## config.mk

```make
export PLATFORM = sky130hd
export DESIGN_NAME = elastic_pipe_reg
export DESIGN_NICKNAME = d
export VERILOG_FILES = /design/src/rtl/elastic_pipe_reg.sv
export SDC_FILE = /design/constraint.sdc
export NUM_CORES = 1
export LEC_CHECK = 0
export ABC_AREA = 1
export CORE_MARGIN = 2
export CORE_UTILIZATION = 40
export CTS_BUF_LIST = sky130_fd_sc_hd__clkbuf_8
export DETAILED_ROUTE_END_ITERATION = 7
export GPL_TIMING_DRIVEN = 0
export PLACE_DENSITY_LB_ADDON = 0.15
export SYNTH_ARGS = -nofsm -noshare
export SYNTH_HDL_FRONTEND = slang
export SYNTH_SLANG_ARGS = --single-unit
export TNS_END_PERCENT = 30
```

## constraint.sdc

```tcl
create_clock -name clk -period 2.4 [get_ports clk]
set_input_delay 0.6 -clock clk [delete_from_list [all_inputs] [get_ports clk]]
set_output_delay 0.6 -clock clk [all_outputs]
set_load 0.1 [all_outputs]
```

## src/rtl/elastic_pipe_reg.sv

```systemverilog
`default_nettype none
// +----------------------------------------------------------------------+
// | elastic_pipe_reg: DEPTH-stage valid/ready pipeline with bubble        |
// | collapse, global stall, flush and occupancy count.                    |
// | Revision: 1.0                                                         |
// +----------------------------------------------------------------------+
module elastic_pipe_reg #(
  parameter int WIDTH = 32,
  parameter int DEPTH = 2,
  parameter int CW    = $clog2(DEPTH + 1)
) (
  input  logic             clk,
  input  logic             rst,
  input  logic             in_valid,
  output logic             in_ready,
  input  logic [WIDTH-1:0] in_data,
  output logic             out_valid,
  input  logic             out_ready,
  output logic [WIDTH-1:0] out_data,
  input  logic             stall,
  input  logic             flush,
  output logic [CW-1:0]    occupancy
);

  logic [DEPTH-1:0] valid_q, valid_d;
  logic [DEPTH-1:0] adv;
  logic [WIDTH-1:0] data_q [DEPTH];
  logic [WIDTH-1:0] data_d [DEPTH];
  logic [CW-1:0]    occ_q, occ_d;
  logic             run, accept, pop;

  assign run       = ~stall & ~flush;
  assign out_valid = run & valid_q[DEPTH-1];
  assign pop       = out_valid & out_ready;
  assign in_ready  = run & (~valid_q[0] | adv[0]);
  assign accept    = in_valid & in_ready;
  assign out_data  = data_q[DEPTH-1];
  assign occupancy = occ_q;

  // A stage moves forward if the stage ahead is empty or itself moving out.
  always_comb begin
    adv = '0;
    adv[DEPTH-1] = pop;
    for (int i = DEPTH - 2; i >= 0; i--) begin
      adv[i] = run & valid_q[i] & (~valid_q[i+1] | adv[i+1]);
    end
  end

  always_comb begin
    valid_d = valid_q;
    data_d  = data_q;
    occ_d   = occ_q;
    if (flush) begin
      valid_d = '0;
      for (int i = 0; i < DEPTH; i++) begin
        data_d[i] = '0;
      end
      occ_d = '0;
    end else if (run) begin
      for (int i = 0; i < DEPTH; i++) begin
        if (adv[i]) begin
          valid_d[i] = 1'b0;
        end
      end
      for (int i = 1; i < DEPTH; i++) begin
        if (adv[i-1]) begin
          valid_d[i] = 1'b1;
          data_d[i]  = data_q[i-1];
        end
      end
      if (accept) begin
        valid_d[0] = 1'b1;
        data_d[0]  = in_data;
      end
      occ_d = occ_q + CW'(accept) - CW'(pop);
    end
  end

  always_ff @(posedge clk) begin
    if (rst) begin
      valid_q <= '0;
      occ_q   <= '0;
      for (int i = 0; i < DEPTH; i++) begin
        data_q[i] <= '0;
      end
    end else begin
      valid_q <= valid_d;
      occ_q   <= occ_d;
      for (int i = 0; i < DEPTH; i++) begin
        data_q[i] <= data_d[i];
      end
    end
  end

endmodule
`default_nettype wire
```

Word-level counts from Yosys, hierarchy flattened
Cells that the tools add are included.
{"block": "classes", "n_reduce_logical": 7, "mul": 0, "add_sub_neg": 2, "eq_ne": 0, "magnitude_cmp": 0, "div": 0, "shift": 0, "bitwise_logic": 13, "mux": 4}
{"cell": "$reduce_and A2 Y1", "n": 4}
{"cell": "$and A1 B1 Y1", "n": 7}
{"cell": "$mux W1", "n": 4}
{"cell": "$not A1 Y1", "n": 4}
{"cell": "$reduce_bool A2 Y1", "n": 2}
{"cell": "$add A2 B1 Y2", "n": 1}
{"cell": "$or A1 B1 Y1", "n": 2}
{"cell": "$reduce_or A2 Y1", "n": 1}
{"cell": "$sub A2 B1 Y2", "n": 1}
{"block": "totals", "ram_bits": 0, "in_bits": 38, "elab_cells": 31, "latchBits": 0, "rom_bits": 0, "register_bits": 68, "output_inout_bits": 36, "mem_count": 0}

Logic depth before layout (Yosys ltp)
Gate-level depths: netlist of run 1.
{"block": "logic_depth", "word_depth": 11, "mapped_depth": 12, "mapped_depth_nobuf": 12}

Least setup slack after synthesis of run 1
Ideal clock, no wire load.
{"block": "synth_timing", "path_type": "input -> output", "startpoint": "input port stall", "endpoint": "output port out_valid", "path_stages": 3, "t_required_ps": 1800, "arrival_ps": 2047, "setup_slack_ps": -247, "path_buffers": 0, "path_cell_list": "inv_1 > nand2_4 > nor2_1"}
{"block": "synth_between", "elab_chain_cells": 3}
{"item": "start, declared", "line_no": "20", "text": "input logic stall,"}
{"item": "$not A1 Y1", "line_no": "32", "text": "assign run = ~stall & ~flush;"}
{"item": "$and A1 B1 Y1", "line_no": "32"}
{"item": "$and A1 B1 Y1", "line_no": "33", "text": "assign out_valid = run & valid_q[DEPTH-1];"}
{"item": "end, declared", "line_no": "17", "text": "output logic out_valid,"}
No other way between the ends.

Worst setup path after layout of run 1
{"block": "layout_timing", "startpoint": "input port out_ready", "endpoint": "output port in_ready"}
{"block": "layout_between", "elab_chain_cells": 5}
{"item": "start, declared", "line_no": "18", "text": "input logic out_ready,"}
{"item": "$and A1 B1 Y1", "line_no": "34", "text": "assign pop = out_valid & out_ready;"}
{"item": "$or A1 B1 Y1", "line_no": "45", "text": "adv[i] = run & valid_q[i] & (~valid_q[i+1] | adv[i+1]);"}
{"item": "$and A1 B1 Y1", "line_no": "45"}
{"item": "$or A1 B1 Y1", "line_no": "35", "text": "assign in_ready = run & (~valid_q[0] | adv[0]);"}
{"item": "$and A1 B1 Y1", "line_no": "35"}
{"item": "end, declared", "line_no": "15", "text": "output logic in_ready,"}
No other way between the ends.

==> results of run 1 <==
-- layer usage --
| layer | global-route usage | vias up | routed length, um |
|---|---|---|---|
| met3 | 0.03255 | 12 | 360 |
| met4 | 0.07836 | 0 | 136 |
| li1 | - | 1520 | - |
| met2 | 0.2895 | 70 | 3400 |
| met1 | 0.2530 | 1317 | 3567 |
| met5 | 0 | - | 0 |
-- cell usage in the layout (no fill, tap or decap), types with 3 or more instances in the layout --
cell type and n:
nand2_1 69, dfxtp_1 68, a21oi_1 66, buf_4 57, inv_1 37, nor2_1 36
clkdlybuf4s50_1 34, nand4_1 32, nand3_1 32, buf_2 13, clkbuf_1 13, clkbuf_8 10
dlygate4sd2_1 10, buf_6 5, inv_2 4, nor2_2 3, bufinv_16 3
-- critical path, cell delays in order --
cell and delay (ns):
clkdlybuf4s50_1 0.51, inv_2 0.08, a31oi_4 0.19, buf_6 0.17
buf_12 0.18
-- final timing paths --
kind,end,depth (start not counted)
worst max register to register,occupancy[1],11
worst max-delay path,in_ready,5
worst min-delay path,out_data[17],2
worst min register to register,out_data[17],2
-- cell families after synthesis --
kind of cell,after synthesis
AND/OR/NAND/NOR,177
AO/OA/AOI/OAI,71
buffers and inverters,104
adder cells (fa/ha/maj),2
flip-flops,68
-- synthesized netlist by cell type (all sizes together) --
cell type / number
inv: 41
nand2: 72
o21ai: 4
nor3: 1
a31oi: 1
a21oi: 66
nand3: 32
ha: 2
dfxtp: 68
nand4: 32
clkbuf: 13
nor2: 40
buf: 50
-- area by class of cell --
cell class                      count  area, um^2  area share
Buffer                             63       401.6     0.09582
Multi-Input combinational cell    250        1221      0.2913
Clock inverter                      6       111.4     0.02657
Inverter                           41       153.9     0.03672
Sequential cell                    68        1361      0.3248
Tap cell                          102       127.6     0.03045
Clock buffer                       10       137.6     0.03284
Timing Repair Buffer               74       676.9      0.1615
-- power by group --
part / internal (mW) / leakage, nW / switching [mW]
clock network: 0.718 / 0.122 / 0.444
logic: 0.101 / 1.11 / 0.126
registers: 1.14 / 0.549 / 0.00783
-- sequential cells by signal, indices dropped and copies added (netlist names) --
name       count
valid_q        2
occupancy      2
out_data      32
data_q        32
-- repair_timing --
| action | CTS | global route |
|---|---|---|
| pin swaps | 0 | 0 |
| endpoints found under the hold margin | 0 | 0 |
| resized for setup | 50 | 6 |
| endpoints found under the setup margin | 36 | 3 |
| setup buffers | 1 | 1 |
==> metrics list, run 1 <==
* Clock Tree Buf Depth: 2
- Clock sink count: 68
- Endpoint required time on the critical path: 1.80 ns
* Number of nets still failing antenna checks after routing: 0
- For this run, the share of the core covered by cells in the final layout is 0.5481.
- Register-to-register setup slack: 0.66 ns
* Xor and xnor area share after synthesis: 0
* H-tree depth: 3
- Pin count of the biggest net entering global routing: 13
- The number of placed instances, taps included, is 596.
- #FFs+latches synth: 68
- Endpoint arrival time on the critical path: 1.75 ns
- Final-report setup violation count: 0
- Critical setup path kind: in -> out
- The number of antenna violations at the first check in global routing is 0.
* Dominant combinational cell family by area after synthesis: simple AND/OR/NAND/NOR gates
* Power per cell area: 605.7 nW/um^2
- Dividing the final minimum period by the clock period gives 0.9778.
* Placer Congestion: 0.7781
* Standard-cell row count: 32
- Area post-placement: 3980 um^2
- After synthesis, the mean cell area works out to 7.415 um^2.
* Initial DRT Pass Iterations: 4
- Average wire length per cell after detail routing: 12.16 um
- The number of nets in the synthesized netlist is 462.
- The worst pin sits at a relative slew slack of 0.3640.
* Share of the synthesized area in the top cell type: 0.4350
- Worst setup path startpoint: out_ready
* Final HPWL from detailed placement: 5.165 mm
- 74 I/O pins were placed.
- Worst IR Drop VDD: 0.2700 mV
* Final worst path period need: 2.347 ns
- Fin nets: 547
- Cell type contributing the most total cell area after synthesis: dfxtp_1
* Later-pin clock latency in the skew report: 0.35 ns
* Area fraction in compound gates after synthesis: 0.1224
- Clock transition at the registers of the reported paths: 0.08 ns
- The number of global-route vias before repair is 2671.
- Clock tree synthesis inserted a total of 9 buffers.
- Max-cap violations in this run came to 0.
* Initial cell density of the core: 0.4092
- Worst setup slack after layout: 0.05322 ns
* Average via count per standard cell: 4.754
- For the pin with the worst max-slew slack, the measured transition is 0.9579 ns.
* Count of warnings emitted by yosys: 0
- Final worst clock skew: 0.01226 ns
* Number of diodes added for antenna fixing: 0
* Global-route usage over all layers: 0.1857
- Power, Total: 2.539 mW
* Number of standard cells in the final layout excluding fillers: 614
- Final Instance Area: 4192 um^2
* Hold Startpoint: out_data[17]
- Fraction of final layout cells sized beyond drive strength 1: 0.2051
- Horizontal die dimension: 92.45 um
- Total via count after detailed routing: 2919
- Final routed wirelength across all metal layers: 7.465 mm
* Maximum fanout encountered on the critical timing path: 10
* Global-route wire length before repair: 12.57 mm
* RSZ-0062 raised after global routing: false
- The core region is 7647 um^2.
- Detailed-route DRC error count: 0
- STA classifies the critical path startpoint as an input pin.
- Placement Setup Slack: -1.183 ns
* Simple logic cell fraction of the synthesized area: 0.2591
* Port bufs: 72
* Launching point of the worst reg2reg path: valid_q[0]
* Maximum clock frequency: 0.4261 GHz
* Pleak: 1.780 nW
* Count of mapped cells out of synthesis: 422
- Hold Worst Slack: 0.4622 ns
- Mux cell area share after synthesis: 0
* Hold Path Class: reg -> reg
- Adder and majority cell fraction of the synthesized area: 0.007997
* Buffer cell driving the clock tree root: clkbuf_8
* Synthesis-to-layout area growth: 33.95%
- Of the synthesized area, sequential elements account for 0.4350.
* Distinct cells, synth: 23
- The worst setup path is captured at an output port.
- The final count of hold timing violations was 0.
* Chip height: 92.45 um
- Leftover overflow at the end of global routing: 0
- Cell types with the largest area share after synthesis: dfxtp_1 (44%), a21oi_1 (11%), nand2_1 (8.3%), buf_4 (7.7%), nand4_1 (6.4%)
- For this design, the CTS-stage hold fixing added 0 buffers.
* Clock tree from TritonCTS: done
- Setup total negative slack on the finished layout was measured at 0 ns.
- Syn Std Cell Area: 3129 um^2
* Detailed router's first-iteration violation count: 132
* Slew Viols, Final: 0
- Die Area: 8547 um^2
- Fill cells in the final layout number 797.
- The flow ran to the end, and the final reports show no timing, DRC or antenna violations.
No activity file was read; power rests on OpenSTA's default activity.
==> inputs of run 2 (changes only) <==
- SETUP_SLACK_MARGIN: unset -> 0.5
==> metrics list, run 2 (synthesis gave the netlist of run 1 again) <==
- Status: finished clean
- Initial antenna violation count: 0
* Fill cell total of the finished layout: 755
- Dividing total power by cell area gives a power density of 553.4 nW/um^2.
- Of the available clock period, the critical path in the final layout requires 0.8057.
- At the later pin of the worst-skew pair, clock insertion delay measures 0.36 ns.
- The first global-routing pass estimated 12.33 mm of wire.
* Endpoint required time on the critical path: 1.80 ns
* H-tree depth: 3
- Clock tree from TritonCTS: done
- The tool flagged a number of max-cap violations equal to 0.
- Slew Viols, Final: 0
- Setup violations remaining at the end of the flow were counted as 0.
* Category of the worst setup path capture point: output port
- In the final layout, the share of cells above drive strength 1 is 0.2466.
- For this configuration, the core starts out at a cell density of 0.4092.
* Total length of routed met3 wires: 420 um
- Using the TritonRoute via totals, the vias-per-cell ratio works out to 4.741.
- The wire-length estimate of the detail-placed layout is 5.153 mm.
- Placement Setup Slack: -1.200 ns
- The floorplan step set the die width to 92.45 um.
- Final worst path period need: 1.934 ns
* TritonCTS buffer count: 9
- Hold Path Class: reg -> reg
* Global-route usage over all layers: 0.1850
- Pleak: 1.738 nW
* Met1 Wirelength: 3.668 mm
- Number of standard cells in the final layout excluding fillers: 621
- Final worst clock skew: 0.007122 ns
- The critical path in this run is classified as reg -> out.
* Total via count after detailed routing: 2944
- Sum of met2 wire segment lengths after detailed routing: 3.516 mm
- After detailed routing, the number of remaining DRC violations is 0.
* Placer Congestion: 0.7787
- In this run the worst path has a maximum fanout of 2.
* Core Area: 7647 um^2
- Final Instance Area: 4275 um^2
- Die Area: 8547 um^2
- The number of global-route vias before repair was 2606.
* Power, Total: 2.366 mW
- Average wire length per cell after detail routing: 12.46 um
* Area used by multi-input combinational logic: 1262 um^2
- CTS Hold Buffers Added: 0
- Synthesis-to-layout area growth: 36.63%
- Area post-placement: 3985 um^2
- Measured along the y axis, the die boundary spans 92.45 um.
- In the layout the commonest cells are nand2_1 (68), dfxtp_1 (68), a21oi_1 (66).
- Worst setup slack after layout: 0.4663 ns
- After the last flow step, the layout net total stands at 554.
- Element type at the critical path start: flip-flop
- Once layout is complete, the utilization of the core stands at 0.5591.
- Worst IR Drop VDD: 0.2935 mV
- During I/O placement, the number of pins put on the boundary was 74.
* Detailed router's first-iteration violation count: 136
- Setup_tns: 0 ns
- Final routed wirelength across all metal layers: 7.740 mm
* Number of cells after detailed placement: 596
- Buffer cell driving the clock tree root: clkbuf_8
- Hold Vio Cnt, Final: 0
- Clock sink count: 68
* Register-to-register setup slack: 0.60 ns
- 0 antenna diodes ended up in the layout.
- Slew @ Worst Pin: 0.5565 ns
- Summing all flip-flop and latch instances after layout gives 1361 um^2.
* Highest signal layer in the routed design: met4
* Pin count of the biggest net entering global routing: 12
- In this run the tool buffered the top-level ports with 72 buffer cells.
* Number of nets still failing antenna checks after routing: 0
* Leftover overflow at the end of global routing: 0
* Endpoint arrival time on the critical path: 1.33 ns
- The clock passes through at most 2 buffers.
* Worst max-slew margin expressed relative to the limit: 0.6307
- Maximum clock frequency: 0.5171 GHz
* Clock transition at the registers of the reported paths: 0.07 ns
- Initial DRT Pass Iterations: 4
- Standard-cell row count: 32
* Hold Worst Slack: 0.4607 ns
- Setup repair after global routing could not meet its margin everywhere.
-- run 2: changes by cell type in the layout (fill, tap and decap cells not counted), sizes merged --
| cell | change |
|---|---|
| buf | +2 |
| bufinv | -2 |
| clkbuf | +3 |
| clkdlybuf4s15 | +16 |
| clkdlybuf4s50 | -1 |
| dlygate4sd2 | -10 |
| dlymetal6s2s | -2 |
| inv | +1 |
-- run 2: layout make-up --
type	count	share of cell area
Clock inverter	5	0.01200
Tap cell	102	0.02985
Sequential cell	68	0.3184
Multi-Input combinational cell	250	0.2953
Clock buffer	11	0.03541
Buffer	63	0.09394
Inverter	41	0.03834
Timing Repair Buffer	81	0.1768
-- run 2: routing by layer --
metal	vias up	global-route usage
met5	-	0
met4	0	0.06716
met3	12	0.04394
met2	76	0.2841
met1	1323	0.2533
li1	1533	-
-- run 2: worst max-delay path: stages, from the launching register on --
cell             delay [ns]
dfxtp_1                0.34
buf_4                  0.10
clkdlybuf4s15_2        0.54
-- run 2: where the power goes --
| group | internal [mW] | leakage (nW) | switching, mW | total [mW] |
|---|---|---|---|---|
| registers | 1.14 | 0.549 | 0.00836 | 1.15 |
| logic | 0.114 | 1.08 | 0.135 | 0.249 |
| clock network | 0.529 | 0.107 | 0.439 | 0.967 |
-- run 2: timing repair --
| action | CTS | global route |
|---|---|---|
| setup buffers | 4 | 5 |
| resized for setup | 153 | 33 |
| endpoints found under the setup margin | 39 | 52 |
| cloned | 0 | 0 |
| pin swaps | 2 | 6 |
-- run 2: worst paths after layout --
kind / from / endpoint / depth (start not counted)
max: out_data[9] / out_data[9] / 2
min: out_data[14] / out_data[14] / 2
max reg2reg: valid_q[1] / occupancy[1] / 10
min reg2reg: out_data[14] / out_data[14] / 2
==> inputs of run 3 (changes only) <==
- clock period: 2.4 -> 1.9 ns (I/O delays scaled with it)
==> metrics list, run 3 (synthesis gave the netlist of run 1 again) <==
* RSZ-0062 raised after global routing: true
- The cell family contributing the most delay on the critical path is flip-flops.
- The worst-case IR drop observed on VDD is 0.4104 mV.
* Element type at the critical path start: flip-flop
* Global-route wire length before repair: 13.99 mm
- Chip height: 92.45 um
* Initial DRT Pass Iterations: 4
- The initial utilization of the core area, before any placement, comes to 0.4092.
- Port bufs: 72
- Counting both buffers and inverters, the worst setup path holds a total of 2.
* Total via count after detailed routing: 3206
* Fraction of final layout cells sized beyond drive strength 1: 0.4455
- The finished layout holds 652 standard cells, fillers aside.
* Leftover overflow at the end of global routing: 0
- Final worst clock skew: 0.006070 ns
- After the last flow step, the layout net total stands at 585.
- Maximum cell stage delay along the critical path: 0.37 ns
* Synthesis-to-layout area growth: 79.93%
- After clock tree synthesis, the flow added hold-fix buffers numbering 0.
- Measured against its own limit, the worst slew margin works out to 0.6788.
* Placer Congestion: 0.8004
- Horizontal die dimension: 92.45 um
- Hold Vio Cnt, Final: 0
* Most frequent cells in the layout: nand2_1 (54), a21oi_1 (51), buf_12 (39)
- Number of stages on the worst hold path: 2
- The run finished with clean final reports.
* Power per cell area: 585.3 nW/um^2
- The signal on the critical path passes through a31oi_4 -> buf_6 -> buf_12.
- The first routing iteration left 156 violations.
- # IOs: 74
- Endpoint arrival time on the critical path: 1.23 ns
* Destination of the worst register-to-register timing path: occupancy[1]
- The region available for standard cell placement spans 7647 um^2.
- Of all nets on the critical path, the largest fanout is 3.
- The worst hold path begins at out_data[23].
* Final-report setup violation count: 0
- Dividing the detail-routed wire length by the instance count gives 14.72 um.
- Clock tree from TritonCTS: done
* Reg2Reg Depth: 11
* Pin count of the biggest net entering global routing: 13
* Number of diodes added for antenna fixing: 0
- After detailed routing, the number of remaining DRC violations is 0.
- TritonCTS buffer count: 9
- In the routed layout, each cell is associated on average with a via count of 4.917.
* Register-to-register setup slack: 0.22 ns
* Maximum clock frequency: 0.5874 GHz
- The number of global-route vias before repair is 2930.
- The H-tree was split into 3 levels.
* Initial antenna violation count: 0
- Clock tree synthesis selected as its root buffer the cell clkbuf_8.
- The slowest stage of the critical path belongs to the cell dfxtp_4.
* Hold Path Class: reg -> reg
- Hold Path End: out_data[23]
- The die covers 8547 um^2.
- In this run the remaining antenna-violating nets after routing total 0.
* Clock sink count: 68
- Slew @ Worst Pin: 0.4851 ns
- Critical setup path kind: reg -> out
- STA puts the critical path data required time at 1.42 ns.
* Launching point of the worst reg2reg path: valid_q[1]
- Leaving out fill and tap cells, the most frequent cell in the layout is nand2_1.
* Category of the worst setup path capture point: output port
* Final routed wirelength across all metal layers: 9.597 mm
- Standard-cell row count: 32
- Max Cap Violations: 0
* Clock transition at the registers of the reported paths: 0.08 ns
- Slew Viols, Final: 0
- Part of the cycle the worst path needs: 0.8960
- The worst path in the final design needs a cycle of 1.702 ns, including I/O delays and setup.
* Final HPWL from detailed placement: 5.263 mm
- Once layout is complete, the utilization of the core stands at 0.7363.
- Clock Tree Buf Depth: 2
* Number of cells after detailed placement: 596
- Summed over all cells, the static leakage comes to 2.215 nW.
* Hold Worst Slack: 0.4668 ns
- For the worst-skew pair, the clock arrives at the later sink with an insertion delay of 0.34 ns.
* Global-route usage over all layers: 0.2026
-- run 3: cell types whose count changed in the layout (fill, tap and decap cells not counted), moves of 16 or more --
cell and delta:
buf_2 -23, dfxtp_2 +32, buf_12 +36, dfxtp_1 -35, clkdlybuf4s15_2 -16, buf_6 +32
-- run 3: per-stage QoR --
stage	TNS, ns	instance area [um^2]	power [mW]	setup slack (ns)
global route	0	5630	3.402	0.1456
floorplan	0	3182	1.647	0.1163
finish	0	5630	3.295	0.1977
global placement	-27.67	4030	1.771	-1.576
detailed placement	-29.29	4030	1.774	-1.592
CTS	0	4908	3.270	0.2230
-- run 3: how the worst max path moves through the flow --
stage,cells after the start,endpoint,slack (ns),from
6_report,3,in_ready,0.20,valid_q[1]
4_1_cts,3,in_ready,0.22,valid_q[0]
3_3_place_gp,6,in_ready,-1.58,stall
2_1_floorplan,12,occupancy[1],0.12,stall
5_1_grt,11,occupancy[1],0.15,valid_q[1]
3_5_place_dp,6,in_ready,-1.59,stall
-- run 3: per-layer routing --
layer	share of wire	track usage	vias up
met5	0	0	-
met4	0.0072	0.06841	0
met3	0.051	0.03255	6
met2	0.52	0.3455	90
met1	0.42	0.2601	1513
li1	-	-	1597
-- run 3: worst register-to-register path, delay by kind of cell, from the launching register on --
kind | cells | cell delay [ns]
AOI/OAI and AO/OA | 3 | 0.38
adders and majority gates | 2 | 0.42
buffers and inverters | 2 | 0.17
and+or+nand+nor | 4 | 0.26
DFF | 1 | 0.37
-- run 3: power by group --
part | internal [mW] | switching [mW] | total, mW | leakage [nW]
clock network | 0.908 | 0.577 | 1.49 | 0.122
logic | 0.171 | 0.189 | 0.360 | 1.52
registers | 1.44 | 0.0129 | 1.45 | 0.568
-- run 3: area by class of cell --
cell class                      count  area [um^2]
Fill cell                         544         2017
Timing Repair Buffer              111         1541
Multi-Input combinational cell    251         1524
Sequential cell                    68         1413
Buffer                             63        598.1
Inverter                           41        177.7
Clock buffer                       10        137.6
Tap cell                          102        127.6
Clock inverter                      6        111.4
-- run 3: timing repair --
item                       CTS  global route
resized for setup          399           135
gates cloned                 0             7
setup endpoints to repair  104           101
setup buffers               18            15
pin swaps                    6            26
